**src/rtl/bbc_loader_pkg.sv**
```systemverilog
// rtl/bbc_loader_pkg.sv - shared constants and FIFO entry type for the ROM loader
`timescale 1ns/1ps
package bbc_loader_pkg;

  localparam logic [24:0] ROM_BASE_DEF   = 25'h80000;
  localparam logic [24:0] ALT_BASE_DEF   = 25'h68000;
  localparam logic [7:0]  CMOS_INDEX_DEF = 8'hFF;

  typedef struct packed {
    logic [24:0] addr;
    logic [7:0]  data;
  } loader_entry_t;

endpackage

```
**src/rtl/loader_fifo.sv**
```systemverilog
// rtl/loader_fifo.sv - single-clock FIFO of SDRAM write entries
`timescale 1ns/1ps
module loader_fifo
  import bbc_loader_pkg::*;
#(
  parameter int DEPTH = 4
) (
  input  logic          clk_48m,
  input  logic          reset,
  input  logic          push,
  input  logic          pop,
  input  loader_entry_t din,
  output loader_entry_t dout,
  output logic          empty,
  output logic          full
);

  localparam int AW = $clog2(DEPTH);
  localparam logic [AW:0] PTR_ONE = {{AW{1'b0}}, 1'b1};

  loader_entry_t mem [DEPTH];
  logic [AW:0]   wr_ptr;
  logic [AW:0]   rd_ptr;
  logic          do_push;
  logic          do_pop;

  // Status from pointer comparison; a full FIFO still accepts a push when a pop frees the head slot.
  always_comb begin
    empty   = (wr_ptr == rd_ptr);
    full    = (wr_ptr[AW] != rd_ptr[AW]) && (wr_ptr[AW-1:0] == rd_ptr[AW-1:0]);
    do_pop  = pop && !empty;
    do_push = push && (!full || do_pop);
    dout    = mem[rd_ptr[AW-1:0]];
  end

  // Storage write; the head slot is read before it can be overwritten in a full push+pop cycle.
  always_ff @(posedge clk_48m) begin
    if (do_push) begin
      mem[wr_ptr[AW-1:0]] <= din;
    end
  end

  // Pointer update; reset flushes every queued entry.
  always_ff @(posedge clk_48m) begin
    if (reset) begin
      wr_ptr <= '0;
      rd_ptr <= '0;
    end else begin
      if (do_push) wr_ptr <= wr_ptr + PTR_ONE;
      if (do_pop)  rd_ptr <= rd_ptr + PTR_ONE;
    end
  end

endmodule

```
**src/rtl/bbc_rom_loader.sv**
```systemverilog
// rtl/bbc_rom_loader.sv - buffers data_io download bytes and replays them into SDRAM slots
`timescale 1ns/1ps
module bbc_rom_loader
  import bbc_loader_pkg::*;
#(
  parameter int          DEPTH      = 4,
  parameter logic [24:0] ROM_BASE   = ROM_BASE_DEF,
  parameter logic [24:0] ALT_BASE   = ALT_BASE_DEF,
  parameter logic [7:0]  CMOS_INDEX = CMOS_INDEX_DEF
) (
  input  logic        clk_48m,
  input  logic        reset,
  input  logic        ioctl_download,
  input  logic        ioctl_wr,
  input  logic [7:0]  ioctl_index,
  input  logic [24:0] ioctl_addr,
  input  logic [7:0]  ioctl_dout,
  input  logic        mem_sync,
  output logic        loader_active,
  output logic        loader_we,
  output logic [24:0] loader_addr,
  output logic [7:0]  loader_data,
  output logic        cmos_we,
  output logic [6:0]  cmos_addr,
  output logic [7:0]  cmos_data,
  output logic        overflow
);

  logic          accept;
  logic          is_cmos;
  logic          push;
  logic          pop;
  logic [24:0]   base;
  loader_entry_t din;
  loader_entry_t head;
  logic          empty;
  logic          full;
  logic          download_q;

  // Index decode and base translation; the 25-bit add wraps by construction.
  always_comb begin
    accept   = ioctl_wr && ioctl_download;
    is_cmos  = (ioctl_index == CMOS_INDEX);
    push     = accept && !is_cmos;
    pop      = mem_sync && !empty;
    base     = (ioctl_index == 8'h00) ? ROM_BASE : ALT_BASE;
    din.addr = ioctl_addr + base;
    din.data = ioctl_dout;
  end

  loader_fifo #(
    .DEPTH (DEPTH)
  ) u_fifo (
    .clk_48m (clk_48m),
    .reset   (reset),
    .push    (push),
    .pop     (pop),
    .din     (din),
    .dout    (head),
    .empty   (empty),
    .full    (full)
  );

  // CMOS bytes bypass the FIFO and appear as a single-cycle write strobe.
  always_ff @(posedge clk_48m) begin
    if (reset) begin
      cmos_we   <= 1'b0;
      cmos_addr <= '0;
      cmos_data <= '0;
    end else begin
      cmos_we <= accept && is_cmos;
      if (accept && is_cmos) begin
        cmos_addr <= ioctl_addr[6:0];
        cmos_data <= ioctl_dout;
      end
    end
  end

  // Slot drain: write enable and address/data only change on a mem_sync, so each write spans one slot.
  always_ff @(posedge clk_48m) begin
    if (reset) begin
      loader_we   <= 1'b0;
      loader_addr <= '0;
      loader_data <= '0;
    end else if (mem_sync) begin
      loader_we <= !empty;
      if (!empty) begin
        loader_addr <= head.addr;
        loader_data <= head.data;
      end
    end
  end

  // Port ownership and sticky drop flag; a new download start clears the flag.
  always_ff @(posedge clk_48m) begin
    if (reset) begin
      loader_active <= 1'b0;
      overflow      <= 1'b0;
      download_q    <= 1'b0;
    end else begin
      loader_active <= ioctl_download || !empty || loader_we;
      download_q    <= ioctl_download;
      if (ioctl_download && !download_q) begin
        overflow <= 1'b0;
      end
      if (push && full && !pop) begin
        overflow <= 1'b1;
      end
    end
  end

endmodule

```
**config.mk**
```make
export PLATFORM = sky130hd
export DESIGN_NAME = bbc_rom_loader
export DESIGN_NICKNAME = d
export VERILOG_FILES = /design/src/rtl/bbc_loader_pkg.sv /design/src/rtl/loader_fifo.sv /design/src/rtl/bbc_rom_loader.sv
export SDC_FILE = /design/constraint.sdc
export NUM_CORES = 1
export LEC_CHECK = 0
export ABC_AREA = 1
export ABC_CLOCK_PERIOD_IN_PS = 8300
export CAP_MARGIN = 0
export CORE_MARGIN = 2
export CORE_UTILIZATION = 50
export DETAILED_ROUTE_END_ITERATION = 12
export PLACE_DENSITY = 0.84
export SLEW_MARGIN = 0
export SYNTH_ARGS = -nofsm -noshare
export SYNTH_HDL_FRONTEND = slang
export SYNTH_SLANG_ARGS = --single-unit
```
**constraint.sdc**
```tcl
create_clock -name clk_48m -period 8.3 [get_ports clk_48m]
set_input_delay 1.245 -clock clk_48m [delete_from_list [all_inputs] [get_ports clk_48m]]
set_output_delay 1.245 -clock clk_48m [all_outputs]
set_load 0.1 [all_outputs]
```
Yosys cells after proc, flatten, opt, wreduce, memory -nomap -nowiden. Memory sizes are Yosys's and may differ from the RTL's. A register that Yosys moved wholly into a read port is not among the register bits. Cells that the tools add are included.

$add $sub $neg: 3. Equality and inequality tests: 4. Mux-type cells: 5. Bitwise logic cells: 1. Reductions and logical operators: 21.

Operators with widths (number): 25-bit by 20-bit adder with 25-bit output (1); 20-bit two-way mux (1); 1-bit logical AND (10); 8-bit == test, second input constant (1); 8-bit zero test (1); 3-bit by 1-bit adder with 3-bit output, second input constant (2); 1-bit zero test (5); 1-bit two-way mux (4); 3-bit == test (1); 1-bit logical OR (3); 2-bit == test (1); 2-bit AND reduction (1); 2-bit nonzero test (1); 1-bit != test (1); 1-bit NOT (1).

Bits in registers: 26. Bits in writable memories: 132. Input port bits: 46. Output and inout bits: 52. Memories kept: 1.

Memory list: u_fifo.mem (words 4, width 33, rd ports 1, clocked after Yosys merged registers in 1, write ports 1, line loader_fifo.sv:21) `loader_entry_t mem [DEPTH];`.

Longest topological paths before layout.
Depth in word-level cells: 8. Gate-level depth with buffers: 11.

Hierarchy. Synthesis repeated with hierarchy kept, for this count alone.

Cells, all modules: 718. Area, all modules: 7638.6 µm².

By module, submodules not included: loader_fifo (times used 1, cells each 385, area an instance 5318.9 µm², sequential area each 4124.0 µm²); bbc_rom_loader (times used 1, cells each 333, area an instance 2319.7 µm², sequential area each 1061.0 µm²).

Worst setup path before layout. OpenSTA, ideal clock, no wires.

Path type: input to register. Start point: in ioctl_index[0]. End point: mem u_fifo.mem[0][0] (netlist name) (enable). Library setup time: 0.423 ns. Data arrival time: 3.224 ns. Data required time: 7.877 ns. Slack: 4.652 ns. Stages on the path: 5. Cells stage by stage: nand2_1 nor2_1 a21oi_1 nand2_1 nor2_1.

Cells in the longest elaborated chain, start to end: 6.

RTL lines: start, declared (line bbc_rom_loader.sv:15) `input logic [7:0] ioctl_index,`; 8-bit == test (line bbc_rom_loader.sv:43) `is_cmos = (ioctl_index == CMOS_INDEX);`; 1-bit zero test (line bbc_rom_loader.sv:44) `push = accept && !is_cmos;`; 1-bit logical AND (line bbc_rom_loader.sv:44); 1-bit logical AND (line loader_fifo.sv:32) `do_push = push && (!full || do_pop);`; 1-bit two-way mux (line loader_fifo.sv:38) `if (do_push) begin`; 1-bit two-way mux (implied by the code) (line loader_fifo.sv:39) `mem[wr_ptr[AW-1:0]] <= din;`; end, declared (line loader_fifo.sv:21).

No other way between the ends.

Worst setup path after layout.
Start point: in ioctl_index[1]. End point: mem u_fifo.mem[0][3] (netlist name) (enable).

Same word-level chain as after synthesis.

==> run metrics <==
status complete, no violations; Synth top area share roughly half; CTS Buffer Depth 2; clock slew at reported path FFs approximately 0.070 ns; chip height 128.1 um; IO Pins between 90 and 100; Max-cap violations 0; final WL roughly 16 mm; vias per inst a little over 5; Final Total Pwr approximately 2400 uW; Area contributors post-synth edfxtp_1, dfxtp_1, nor2_1; fmax roughly 290 MHz; worst relative slew slack between 20 and 30%; post-synthesis sequential area ratio about two thirds; Post-Synthesis Cells 763; pwr dens approximately 260 nW/um2; minimum hold slack between 0.4 and 0.5 ns; Syn Area/Cell 10.09 um2; flop and latch count out of synthesis 191; Routed Antenna Nets 0; Post-CTS Setup Repair Bufs 0; WL per Instance about 16 um; number of DRC markers in iteration 0 370; Synth Warn # 0; synthesized netlist net count 819; TritonCTS buffer count 17; share of cells above drive strength 1 between 5 and 6%; final core occ roughly three fifths; Pre-Repair DR Iteration Count 4; Setup TNS 0 ns; pin count of the biggest net entering global routing 72; DRC 0; fin worst setup slack about 4.8 ns; vias between 5,000 and 6,000; CP Max Fanout 33; Remaining Overflow, GRT 0; DPL Wire Length 9.591 mm; row cnt 45; unrepaired setup endpoints after global routing false; RePlAce Congestion about 0.83; clock skew between 0.005 and 0.006 ns; Setup crit start kind input pin; Die Area roughly 16,000 um2; Min-Delay Path Class reg2reg; cell taking the most area after synthesis edfxtp_1; clk sinks approximately 190; # diodes 0; Net count, final 901; crit path kind in2reg; Critical Path End Type flip-flop; global-route wire length before repair around 26 mm; CTS tree built; fin. max-slew vios 0; most frequent cells in the layout nor2_1, nand2_1, edfxtp_1, clkdlybuf4s50_1, o21ai_0; setup slack after placement ~4.4 ns; Die Wd around 130 um; crit share post-route around two fifths; filler cell count between 1,000 and 1,500; clock root cell clkbuf_16; area grow syn2layout 22.00%; Skew-Pair Late Insertion Delay ~0.43 ns; vias in the first global route ~5,300; core area about 15,000 um2; commonest non-fill, non-tap cell in the layout nor2_1; Peak VDD IR about 170 uV; P_leak 0.003670 uW; Synth Cell Area 7696 um2; final hold vios 0; initial antenna violation count 0; H-tree levels 4; Synth cell types 25; Crit path arrival time ~3.5 ns; WP data required between 8 and 9 ns; GRT Resource Usage Total between 20 and 25%; PortBufs 97; count of final setup violators 0; Initial Util around 51%; minimum clock period ~3.5 ns; post-CTS sizing 0; cts hold-fix bufs 0; Worst-Margin Slew 1.092 ns
[synth_stat cells (all sizes together)]
master	instances
nor3	2
nand3	10
nor2	177
dfxtp	59
edfxtp	132
xnor2	1
a21oi	11
xor2	7
o22ai	33
buf	16
nand3b	1
nand2	138
o21ai	69
nor4	2
ha	10
inv	71
clkbuf	22
nand4	2
[final cells by class]
class | instances | area (um2) | area share, %
timing repair buffer | 101 | 1001 | 10.66
tap | 188 | 235.2 | 2.505
multi-input combinational | 463 | 2135 | 22.73
sequential | 191 | 5146 | 54.81
clock buffer | 22 | 508.0 | 5.410
clock inverter | 10 | 97.59 | 1.039
inverter | 71 | 266.5 | 2.838
[worst max-delay path, stage by stage]
cell,delay [ns]
clkdlybuf4s50_1,0.45
nand2_1,0.07
nor2_1,0.09
a21oi_1,0.32
nand2_1,0.37
nor2_4,0.94
[final timing paths]
kind,from,cells past startpoint,end,slack [ns]
max,ioctl_index[1],6,u_fifo.mem[0][3]$_DFFE_PP_,4.84
min,loader_we$_SDFFE_PP0P_,2,loader_we$_SDFFE_PP0P_,0.48
max reg2reg,u_fifo.rd_ptr[1]$_SDFFE_PP0P_,8,u_fifo.mem[0][3]$_DFFE_PP_,5.27
min reg2reg,loader_we$_SDFFE_PP0P_,2,loader_we$_SDFFE_PP0P_,0.48
[kinds of logic after synthesis]
family / share of synthesized area (%)
AOI/OAI and AO/OA: 7.885
buffers and inverters: 5.804
xor gates and xnor gates: 0.9105
DFF: 66.85
adders and majority gates: 1.626
and+or+nand+nor: 16.92
[per-layer routing]
| metal | vias to the layer above | share of wire, % | track usage [%] |
|---|---|---|---|
| met3 | 38 | 4.3 | 4.716 |
| met4 | 0 | 2.3 | 9.179 |
| met2 | 155 | 52 | 35.01 |
| li1 | 2681 | - | - |
| met1 | 2549 | 42 | 24.57 |
| met5 | - | 0 | 0 |
[flip-flops by register name, indices dropped and copies added (netlist names)]
name / count
loader_active: 1
cmos_data: 8
u_fifo.mem: 132
overflow: 1
loader_data: 8
u_fifo.rd_ptr: 3
loader_we: 1
cmos_we: 1
cmos_addr: 7
download_q: 1
u_fifo.wr_ptr: 3
loader_addr: 25
[through the flow]
step | area (um2) | std cells
after detailed placement | 8783 | 1014
after CTS | 9389 | 1046
after global placement | 8783 | 1014
after floorplan | 7696 | 763
after global routing | 9389 | 1046
final | 9389 | 1046
[power by group]
| group | internal, uW | switching (uW) |
|---|---|---|
| clock network | 469 | 346 |
| registers | 1060 | 17.8 |
| logic | 136 | 396 |
| total | 1670 | 760 |
No activity file was read; power rests on OpenSTA's default activity.
